**config.mk**
```make
export PLATFORM = sky130hd
export DESIGN_NAME = cache_mem_arbiter
export DESIGN_NICKNAME = d
export VERILOG_FILES = /design/src/rtl/cache_mem_arbiter.sv
export SDC_FILE = /design/constraint.sdc
export NUM_CORES = 1
export LEC_CHECK = 0
export ABC_AREA = 1
export BUFFER_PORTS_ARGS = -buffer_cell sky130_fd_sc_hd__buf_4
export CAP_MARGIN = 30
export CORE_AREA = 2 2 539 541
export DETAILED_ROUTE_END_ITERATION = 8
export DIE_AREA = 0 0 541 543
export GPL_ROUTABILITY_DRIVEN = 0
export REMOVE_ABC_BUFFERS = 1
export SETUP_SLACK_MARGIN = 0.02
export SYNTH_ARGS = -nofsm -noshare
export SYNTH_HDL_FRONTEND = slang
export SYNTH_SLANG_ARGS = --single-unit
```
**constraint.sdc**
```tcl
create_clock -name clk -period 1.9 [get_ports clk]
set_input_delay 0.095 -clock clk [delete_from_list [all_inputs] [get_ports clk]]
set_output_delay 0.095 -clock clk [all_outputs]
set_load 0.005 [all_outputs]
```
**src/rtl/cache_mem_arbiter.sv**
```systemverilog
// Shares one physical-memory port between the icache and dcache, one full-line transaction at a time.
// Optional feature: define ARB_ROUND_ROBIN_EN for round-robin tie-breaking (default: dcache wins ties).
module cache_mem_arbiter #(
  parameter int LINE_W = 256,
  parameter int ADDR_W = 32
) (
  input  logic              clk,
  input  logic              rst,
  input  logic              i_read,
  input  logic [ADDR_W-1:0] i_address,
  output logic [LINE_W-1:0] i_rdata,
  output logic              i_resp,
  input  logic              d_read,
  input  logic              d_write,
  input  logic [ADDR_W-1:0] d_address,
  input  logic [LINE_W-1:0] d_wdata,
  output logic [LINE_W-1:0] d_rdata,
  output logic              d_resp,
  output logic              mem_read,
  output logic              mem_write,
  output logic [ADDR_W-1:0] mem_address,
  output logic [LINE_W-1:0] mem_wdata,
  input  logic [LINE_W-1:0] mem_rdata,
  input  logic              mem_resp,
  output logic [2:0]        dbg_state
);

  // Handshake: a cache holds its request level until it sees a one-cycle x_resp,
  // then drops it within the following cycle; the memory answers a held strobe
  // with a single-cycle mem_resp. A request still high in IDLE starts a new line.
  typedef enum logic [2:0] {
    IDLE   = 3'd0,
    BUSY_I = 3'd1,
    BUSY_D = 3'd2,
    RESP_I = 3'd3,
    RESP_D = 3'd4
  } state_t;

  state_t            state, state_next;
  logic              op_write;
  logic [ADDR_W-1:0] addr_q;
  logic [LINE_W-1:0] wdata_q;
  logic              i_req, d_req, tie_to_i, grant;

  assign i_req = i_read;
  assign d_req = d_read | d_write;
  assign grant = (state == IDLE) && (state_next != IDLE);

`ifdef ARB_ROUND_ROBIN_EN
  // 1 = dcache was granted most recently; reset to 1 so the first tie goes to I.
  logic last_grant_d;

  always_ff @(posedge clk or negedge rst) begin
    if (!rst) begin
      last_grant_d <= 1'b1;
    end else if (grant) begin
      last_grant_d <= (state_next == BUSY_D);
    end
  end

  assign tie_to_i = last_grant_d;
`else
  assign tie_to_i = 1'b0;
`endif

  always_comb begin
    state_next = state;
    mem_read   = 1'b0;
    mem_write  = 1'b0;
    i_resp     = 1'b0;
    d_resp     = 1'b0;
    case (state)
      IDLE: begin
        if (i_req && d_req) state_next = tie_to_i ? BUSY_I : BUSY_D;
        else if (i_req)     state_next = BUSY_I;
        else if (d_req)     state_next = BUSY_D;
      end
      BUSY_I: begin
        mem_read = 1'b1;
        if (mem_resp) state_next = RESP_I;
      end
      BUSY_D: begin
        mem_read  = !op_write;
        mem_write = op_write;
        if (mem_resp) state_next = RESP_D;
      end
      RESP_I: begin
        i_resp     = 1'b1;
        state_next = IDLE;
      end
      RESP_D: begin
        d_resp     = 1'b1;
        state_next = IDLE;
      end
      default: state_next = IDLE;
    endcase
  end

  // The memory side sees only latched copies, so request inputs may wander mid-transaction.
  always_ff @(posedge clk or negedge rst) begin
    if (!rst) begin
      state    <= IDLE;
      addr_q   <= '0;
      wdata_q  <= '0;
      op_write <= 1'b0;
      i_rdata  <= '0;
      d_rdata  <= '0;
    end else begin
      state <= state_next;
      if (grant) begin
        addr_q   <= (state_next == BUSY_I) ? i_address : d_address;
        op_write <= (state_next == BUSY_D) && d_write;
        wdata_q  <= d_wdata;
      end
      if (state == BUSY_I && mem_resp) i_rdata <= mem_rdata;
      if (state == BUSY_D && mem_resp && !op_write) d_rdata <= mem_rdata;
    end
  end

  assign mem_address = addr_q;
  assign mem_wdata   = wdata_q;
  assign dbg_state   = state;

endmodule

```
**Yosys cells after proc, flatten, opt, wreduce, memory -nomap -nowiden**

Cells that the tools add are included.

- ROM bits: 0
- Output and inout bits: 807
- Bits in latches: 0
- Memories kept: 0
- Register bits after elaboration: 804
- Input bits: 582
- Logic and storage cells: 33
- RAM bits: 0

- $mul: 0
- Mux-type cells: 11
- Shift operators: 0
- $lt $le $gt $ge: 0
- Equality and inequality tests: 6
- Reduce and logical (&&, ||, !) cells: 9
- Add/subtract/negate cells: 0
- Div/mod/pow operators: 0
- Bitwise operators: 1

Operators with widths:

| cell | number |
|---|---|
| 32-bit 2-to-1 mux | 1 |
| 3-bit 2-to-1 mux | 5 |
| 3-bit by 2-bit == test with 1-bit output, second input constant | 3 |
| 3-bit one-hot mux with 3 select lines | 1 |
| 3-bit by 1-bit == test with 1-bit output, second input constant | 2 |
| 1-bit logical AND | 6 |
| 3-bit == test, second input constant | 1 |
| 3-bit logical NOT | 1 |
| 1-bit 2-to-1 mux | 3 |
| 3-bit nonzero test | 1 |
| 1-bit one-hot mux with 2 select lines | 1 |
| 1-bit logical NOT | 1 |
| 1-bit OR | 1 |

**Depth between registers and ports, before layout**

Gate-level depths: netlist of run 1.

- Depth after elaboration: 7
- Gate-level depth with buffers: 12

**Worst setup path before layout of run 1**

OpenSTA, ideal clock, no wires.

- Path kind: register to register
- From: register state[1] (netlist: dbg_state[1])
- To: register wdata_q[226] (netlist: mem_wdata[226])
- Path slack: 0.214 ns
- Period minus slack after synthesis: 1.686 ns
- Buffers on the path: 2
- Stages on the path, launching flop included: 11
- Arrival: 1.569 ns
- Cell sequence: dfrtp_1 -> nor2_1 -> nand3_1 -> nand2_1 -> nor2_1 -> nand2_2 -> nand2_2 -> buf_4 -> buf_4 -> nand2_1 -> nand2_1

- Cells in the longest elaborated chain, start to end: 6

RTL lines:

| element | RTL line | RTL |
|---|---|---|
| from (decl) | 39 | `state_t state, state_next;` |
| from (signal assigned) | 109 | `state <= state_next;` |
| 3-bit 2-to-1 mux | 76 | `else if (d_req) state_next = BUSY_D;` |
| 3-bit 2-to-1 mux | 75 | `else if (i_req) state_next = BUSY_I;` |
| 3-bit 2-to-1 mux | 74 | `if (i_req && d_req) state_next = tie_to_i ? BUSY_I : BUSY_D;` |
| 3-bit one-hot mux with 3 select lines | 72 | `case (state)` |
| 3-bit nonzero test | 47 | `assign grant = (state == IDLE) && (state_next != IDLE);` |
| 1-bit logical AND * | 47 |  |
| to (signal assigned) | 113 | `wdata_q <= d_wdata;` |
| to (decl) | 42 | `logic [LINE_W-1:0] wdata_q;` |

Mark *: on every way between the ends. The rest lies on a longest branch, timed or not.
A chain may end at the register's enable or synchronous reset.

**Final worst setup path of run 1**

- From: register state[2] (netlist: dbg_state[2])
- To: register wdata_q[137] (netlist: mem_wdata[137])

Same word-level chain as after synthesis.

==> results.toml, run 1 <==
[power_and_ir_drop]
power_density_nw_per_um2 = 1721
vdd_drop_max_mv = 1.063
p_leak_nw = 30.09
total_power_mw = 104.9

[logic_synthesis]
syn_inst = 3300
ys_types = 15
synth.cell_area_um2 = 30750
yosysSeqAreaShare_pct = 65.42
synth_seq_cells = 804
syn_avg_cell_area_um2 = 9.320
synth-warning-count = 0

[worst_setup_path]
start_kind = "flop"
end_kind = "flop"
reg2reg_from = "dbg_state[2]$_DFF_PN0_"
startpoint = "dbg_state[2]$_DFF_PN0_"
ff2ff_setup_slack_ns = -0.15
timing.rr.end = "mem_wdata[137]$_DFFE_PN0P_"
cp_max_fo = 8
worst-endpoint-arrival_ns = 2.75
r2r_cells = 13
cp.required_ns = 2.60
endpoint = "mem_wdata[137]$_DFFE_PN0P_"
critPathKind = "flop to flop"

[grt]
antenna_found_initial = 180
grt_pass1_vias = 32560
track_usage_pct = 14.21
grt_max_degree = 129
grt_first_pass_wirelength_mm = 286.7
gr-total-overflow = 0

[placement]
dp_hpwl_mm = 176.1
dpl.cell_count = 8406
portBuffers = 1388
dpl-instance-area_um2 = 46590

[die]
ioPinCount = 1389
die_h_um = 543
rows = 197
dieWidth_um = 541
start_util_pct = 10.70
floorplan.die_area_um2 = 293800
core_area_um2 = 287400

[drt]
postRouteWirelength_mm = 229.8
initialDrtViolationCount = 2806
num_vias = 33590
drc_errors = 0
vias_per_cell = 3.577
drtPass1Iterations = 6
postRouteAntennaNets = 0
wl_per_cell_um = 24.48

[outcome]
violations = "setup timing"
outcome = "finished, violations left"

[cts]
ctsHtreeMaxLevel = 3
numClockSinks = 804
cts-root-buf = "clkbuf_16"
clock_tree.buffer_depth = 4
clk_pin_slew_ns = 0.06
numCtsBuffers = 100
clk_latency_ns = 0.83
cts_tree = "done"

[sta]
fin_skew_ns = 0.04563
worstMarginPinSlew_ns = 0.5894
hold_viol_final = 0
fin_ws_ns = -0.1522
relSlewSlack_pct = 60.71
finalSetupViolations = 429
maxSlewViolCount = 0
grt_setup_unrepaired = "yes"
clock.fmax_mhz = 487.3
min_period_over_period_pct = 108.0
period_minus_slack_ns = 2.052

[job]
maxCapViolations = 0

[finish]
area_growth_pct = 98.20
nets = 6053
fillerInstances = 31180
drive_gt1_share_pct = 40.57
finish.instance_area_um2 = 60960
fin_cells = 9389

[hold_path]
hold_class = "input pin to flop"
## final cells by class
cell class                      count  area [um^2]  share of cell area, %
Inverter                          265        999.7                  1.640
Antenna cell                       65        162.7                 0.2668
Multi-Input combinational cell   2021        10850                  17.80
Timing Repair Buffer             2279        20850                  34.21
Tap cell                         3781         4731                  7.761
Sequential cell                   804        20120                  33.01
Clock inverter                     36        382.9                 0.6281
Clock buffer                      138         2855                  4.684
## synthesized netlist by cell type
cell type     n  area (um^2)
nand4_1      34        212.7
clkbuf_1    102        382.9
buf_2        83        415.4
dfrtp_1     804        20120
o21ai_0     513         2567
nor2_1        6        22.52
buf_4        24        180.2
buf_1         6        22.52
nand3_1     262         1311
nand2_2       3        18.77
inv_1       260        975.9
nor3_1        2        10.01
nor2_4        1        11.26
inv_2         5        18.77
nand2_1    1195         4486
## per-stage QoR
stage               hold WS (ns)  TNS [ns]  setup slack (ns)  util (%)
CTS                    0.0005901    -13.15           -0.1445     19.99
finish                   0.07630    -23.37           -0.1522     21.21
global placement         0.06442    -46.03           -0.1820     16.21
floorplan                -0.2006  -7901.59            -14.00         -
global route             0.03098    -76.06           -0.2371     21.18
detailed placement       0.05626    -43.64           -0.1595     16.21
## sequential cells by signal, summed over array words and instances (netlist names)
signal / cells
dbg_state: 3
mem_address: 32
i_rdata: 256
mem_wdata: 256
op_write: 1
d_rdata: 256
## worst min path at each step
| stage | slack, ns | depth (start not counted) | endpoint | start |
|---|---|---|---|---|
| after floorplan | -0.20 | 0 | d_rdata[0]$_DFFE_PN0P_ | rst |
| after detailed placement | 0.06 | 1 | d_rdata[112]$_DFFE_PN0P_ | rst |
| after global routing | 0.03 | 4 | mem_wdata[58]$_DFFE_PN0P_ | d_wdata[58] |
| after CTS | 0.0006 | 4 | mem_wdata[167]$_DFFE_PN0P_ | d_wdata[167] |
| after global placement | 0.06 | 1 | d_rdata[112]$_DFFE_PN0P_ | rst |
| final | 0.08 | 4 | mem_wdata[80]$_DFFE_PN0P_ | d_wdata[80] |
## routing by layer
layer / up-vias / global-route usage, % / wire (um)
met5: - / 0 / 700
met4: 104 / 6.376 / 13520
met3: 576 / 6.148 / 24120
met2: 1898 / 22.24 / 102500
met1: 16060 / 16.74 / 88970
li1: 14950 / - / -
## where the power goes
part	internal [mW]	total, mW	switching (mW)
registers	25.5	31.6	6.10
logic	25.4	54.0	28.5
clock network	10.9	19.3	8.33
## placed cells by master, fill, tap and decap left out, drive strengths merged
cell type    netlist  layout
buf              113    1595
bufinv             0       3
clkbuf           102     180
clkinv             0      21
clkinvlp           0       6
dfrtp            804     804
diode              0      65
dlygate4sd3        0     642
inv              265     271
nand2           1198    1202
nand3            262     262
nand4             34      34
nor2               7       8
nor3               2       2
o21ai            513     513
## critical path, stage by stage (launching register included)
cell and delay (ns):
dfrtp_1 0.42, inv_2 0.08, buf_6 0.11, nand4_1 0.15, nand3_2 0.13, buf_6 0.11, inv_4 0.04, nand2_8 0.10
buf_12 0.16, buf_12 0.15, nand2_8 0.13, clkbuf_16 0.22, nand2_2 0.06, nand2_1 0.06
## repair_timing
| item | CTS | global route |
|---|---|---|
| setup buffers | 23 | 16 |
| pin swaps | 6 | 71 |
| cloned | 19 | 52 |
| endpoints found under the hold margin | 1608 | 0 |
| gates resized for setup | 107 | 631 |
| hold buffers | 643 | 0 |
| endpoints found under the setup margin | 606 | 667 |
## cell families after synthesis
family | after synthesis | synth area share [%]
AO/OA/AOI/OAI | 513 | 8.348
AND/OR/NAND/NOR | 1503 | 19.74
flip-flops | 804 | 65.42
buffers and inverters | 480 | 6.489
(Power assumes the default switching activity.)
==> run 2, diff against run 1 <==
==> constraint.sdc (replaced) <==
create_clock -name clk -period 1.9 [get_ports clk]
set_input_delay 0.475 -clock clk [delete_from_list [all_inputs] [get_ports clk]]
set_output_delay 0.475 -clock clk [all_outputs]
set_load 0.005 [all_outputs]
==> run 2 against run 1 <==
The run still ends with setup timing left; first-iteration DRC count shrank 9.2%; worst setup slack got worse by 0.24 ns; critical path depth fell by 7; via count shrank 4.7%; count of clock-buffer cells in the layout shrank 3; cell count down 1.4%; utilization fell by 1.5 points; wire length decreased by 7.3%; power fell by 11%; global-route usage fell by 0.33 points; largest cell class is now flip-flops and latches.
==> results.toml, run 2 (synthesized netlist as in run 1, its figures left out) <==
[outcome]
outcome = "finished, violations left"
violations = "setup timing"

[sta]
fin_ws_ns = -0.3888
period_minus_slack_ns = 2.289
finalSetupViolations = 390
worstMarginPinSlew_ns = 0.4856
maxSlewViolCount = 0
whs_ns = 0.1029
grt_setup_unrepaired = "yes"
relSlewSlack_pct = 67.59
clock.fmax_mhz = 436.9
finalSetupTns_ns = -39.38
fin_skew_ns = 0.03517
hold_viol_final = 0
min_period_over_period_pct = 120.5

[grt]
track_usage_pct = 13.88
antenna_found_initial = 169
gr-usage-met1_pct = 16.31
grt_first_pass_wirelength_mm = 280.0
grt_max_degree = 77
gr-usage-met3_pct = 6.240
grt_use_met2_pct = 21.74
grt_pass1_vias = 31920
gr-total-overflow = 0
busiest_layer = "met2"

[worst_setup_path]
end_kind = "output port"
crit_family = "flip-flops"
critPathKind = "flop to output port"
start_kind = "flop"
max_stage_delay_ns = 0.42
crit_buf_inv = 3
cp.required_ns = 1.42
r2r_cells = 11
startpoint = "dbg_state[2]$_DFF_PN0_"
path_depth = 6
timing.rr.end = "mem_wdata[209]$_DFFE_PN0P_"
reg2reg_from = "dbg_state[2]$_DFF_PN0_"
ff2ff_setup_slack_ns = -0.17
critPathSlowestCell = "dfrtp_1"
endpoint = "mem_read"
cp_max_fo = 3
crit_chain = "nor2_2, buf_6, nand2_4, buf_6, o21ai_4, buf_6"
worst-endpoint-arrival_ns = 1.81
crit_path_frequent_cell = "buf_6"

[finish]
nets = 5931
postLayoutCoreUtil_pct = 19.73
final_cell_mix = "buf_4 (1,468), nand2_1 (1,193), dfrtp_1 (792)"
fillerInstances = 31640
fin_cells = 9259
finish.instance_area_um2 = 56710
final_common_cell = "buf_4"
area_growth_pct = 84.40
drive_gt1_share_pct = 33.01

[die]
core_area_um2 = 287400
dieWidth_um = 541
start_util_pct = 10.70
ioPinCount = 1389
rows = 197
die_h_um = 543
floorplan.die_area_um2 = 293800

[power_and_ir_drop]
total_power_mw = 93.00
vdd_drop_max_mv = 0.8762
p_leak_nw = 28.55
power_density_nw_per_um2 = 1640

[drt]
postRouteWirelength_mm = 212.9
num_vias = 31990
initialDrtViolationCount = 2548
drc_errors = 0
postRouteAntennaNets = 0
wl_per_cell_um = 23.00
drtPass1Iterations = 5
vias_per_cell = 3.455

[cts]
clk_pin_slew_ns = 0.06
clock_tree.buffer_depth = 4
cts-root-buf = "clkbuf_16"
numClockSinks = 804
cts_tree = "done"
clk_latency_ns = 0.82
ctsHtreeMaxLevel = 3
numCtsBuffers = 99

[placement]
dpl.cell_count = 8438
dpl-instance-area_um2 = 46960
place_worst_setup_slack_ns = -0.7613
dp_hpwl_mm = 177.3
portBuffers = 1388

[job]
maxCapViolations = 0

[hold_path]
hold_class = "input pin to async pin"
[run 2: cell count changes in the layout (fill, tap and decap cells not counted), moves of 75 or more]
cell | previous run | this run
dlygate4sd3_1 | 642 | 561
nand2_1 | 859 | 1193
nand2_2 | 215 | 1
nand2_4 | 121 | 3
nand3_1 | 170 | 259
nand3_2 | 76 | 1
[run 2: worst min path at each step]
stage | start | to | slack [ns] | depth (start not counted)
2_1_floorplan | rst | d_rdata[0]$_DFFE_PN0P_ | 0.18 | 0
3_3_place_gp | rst | i_rdata[60]$_DFFE_PN0P_ | 0.32 | 1
3_5_place_dp | rst | i_rdata[60]$_DFFE_PN0P_ | 0.32 | 1
4_1_cts | i_address[25] | mem_address[25]$_DFFE_PN0P_ | 0.004 | 5
5_1_grt | rst | i_rdata[60]$_DFFE_PN0P_ | 0.04 | 2
6_report | rst | i_rdata[60]$_DFFE_PN0P_ | 0.10 | 2
[run 2: area by class of cell]
cell class / instances / area [um^2] / area share (%)
Tap cell: 3781 / 4731 / 8.342
Clock buffer: 135 / 2803 / 4.942
Clock inverter: 37 / 457.9 / 0.8075
Timing Repair Buffer: 2162 / 18690 / 32.95
Antenna cell: 58 / 145.1 / 0.2559
Sequential cell: 804 / 20130 / 35.50
Multi-Input combinational cell: 2017 / 8757 / 15.44
Inverter: 265 / 997.2 / 1.758
[run 2: what timing repair did]
| item | 4_1_cts | 5_1_grt |
|---|---|---|
| gates resized for setup | 103 | 5 |
| hold buffers | 561 | 0 |
| pin swaps | 4 | 5 |
| setup buffers | 21 | 4 |
| setup endpoints to repair | 917 | 1283 |
| gates cloned | 5 | 0 |
| hold endpoints to repair | 1117 | 0 |
[run 2: metal layers]
metal	share of wire, %	wire [um]
met5	0.41	867
met2	44	93710
met4	4.9	10370
met3	11	24260
met1	39	83740
[run 2: where the power goes]
| group | total [mW] | internal [mW] | switching [mW] |
|---|---|---|---|
| combinational | 42.7 | 19.9 | 22.8 |
| clock | 19.4 | 11.2 | 8.16 |
| sequential | 31.0 | 25.5 | 5.43 |
| total | 93.0 | 56.6 | 36.4 |
[run 2: worst reg2reg max path, delay by kind of cell, from the launching register on]
family	cells	cell delay (ns)
buffers and inverters	5	0.81
AND/OR/NAND/NOR	6	0.80
flip-flops	1	0.42
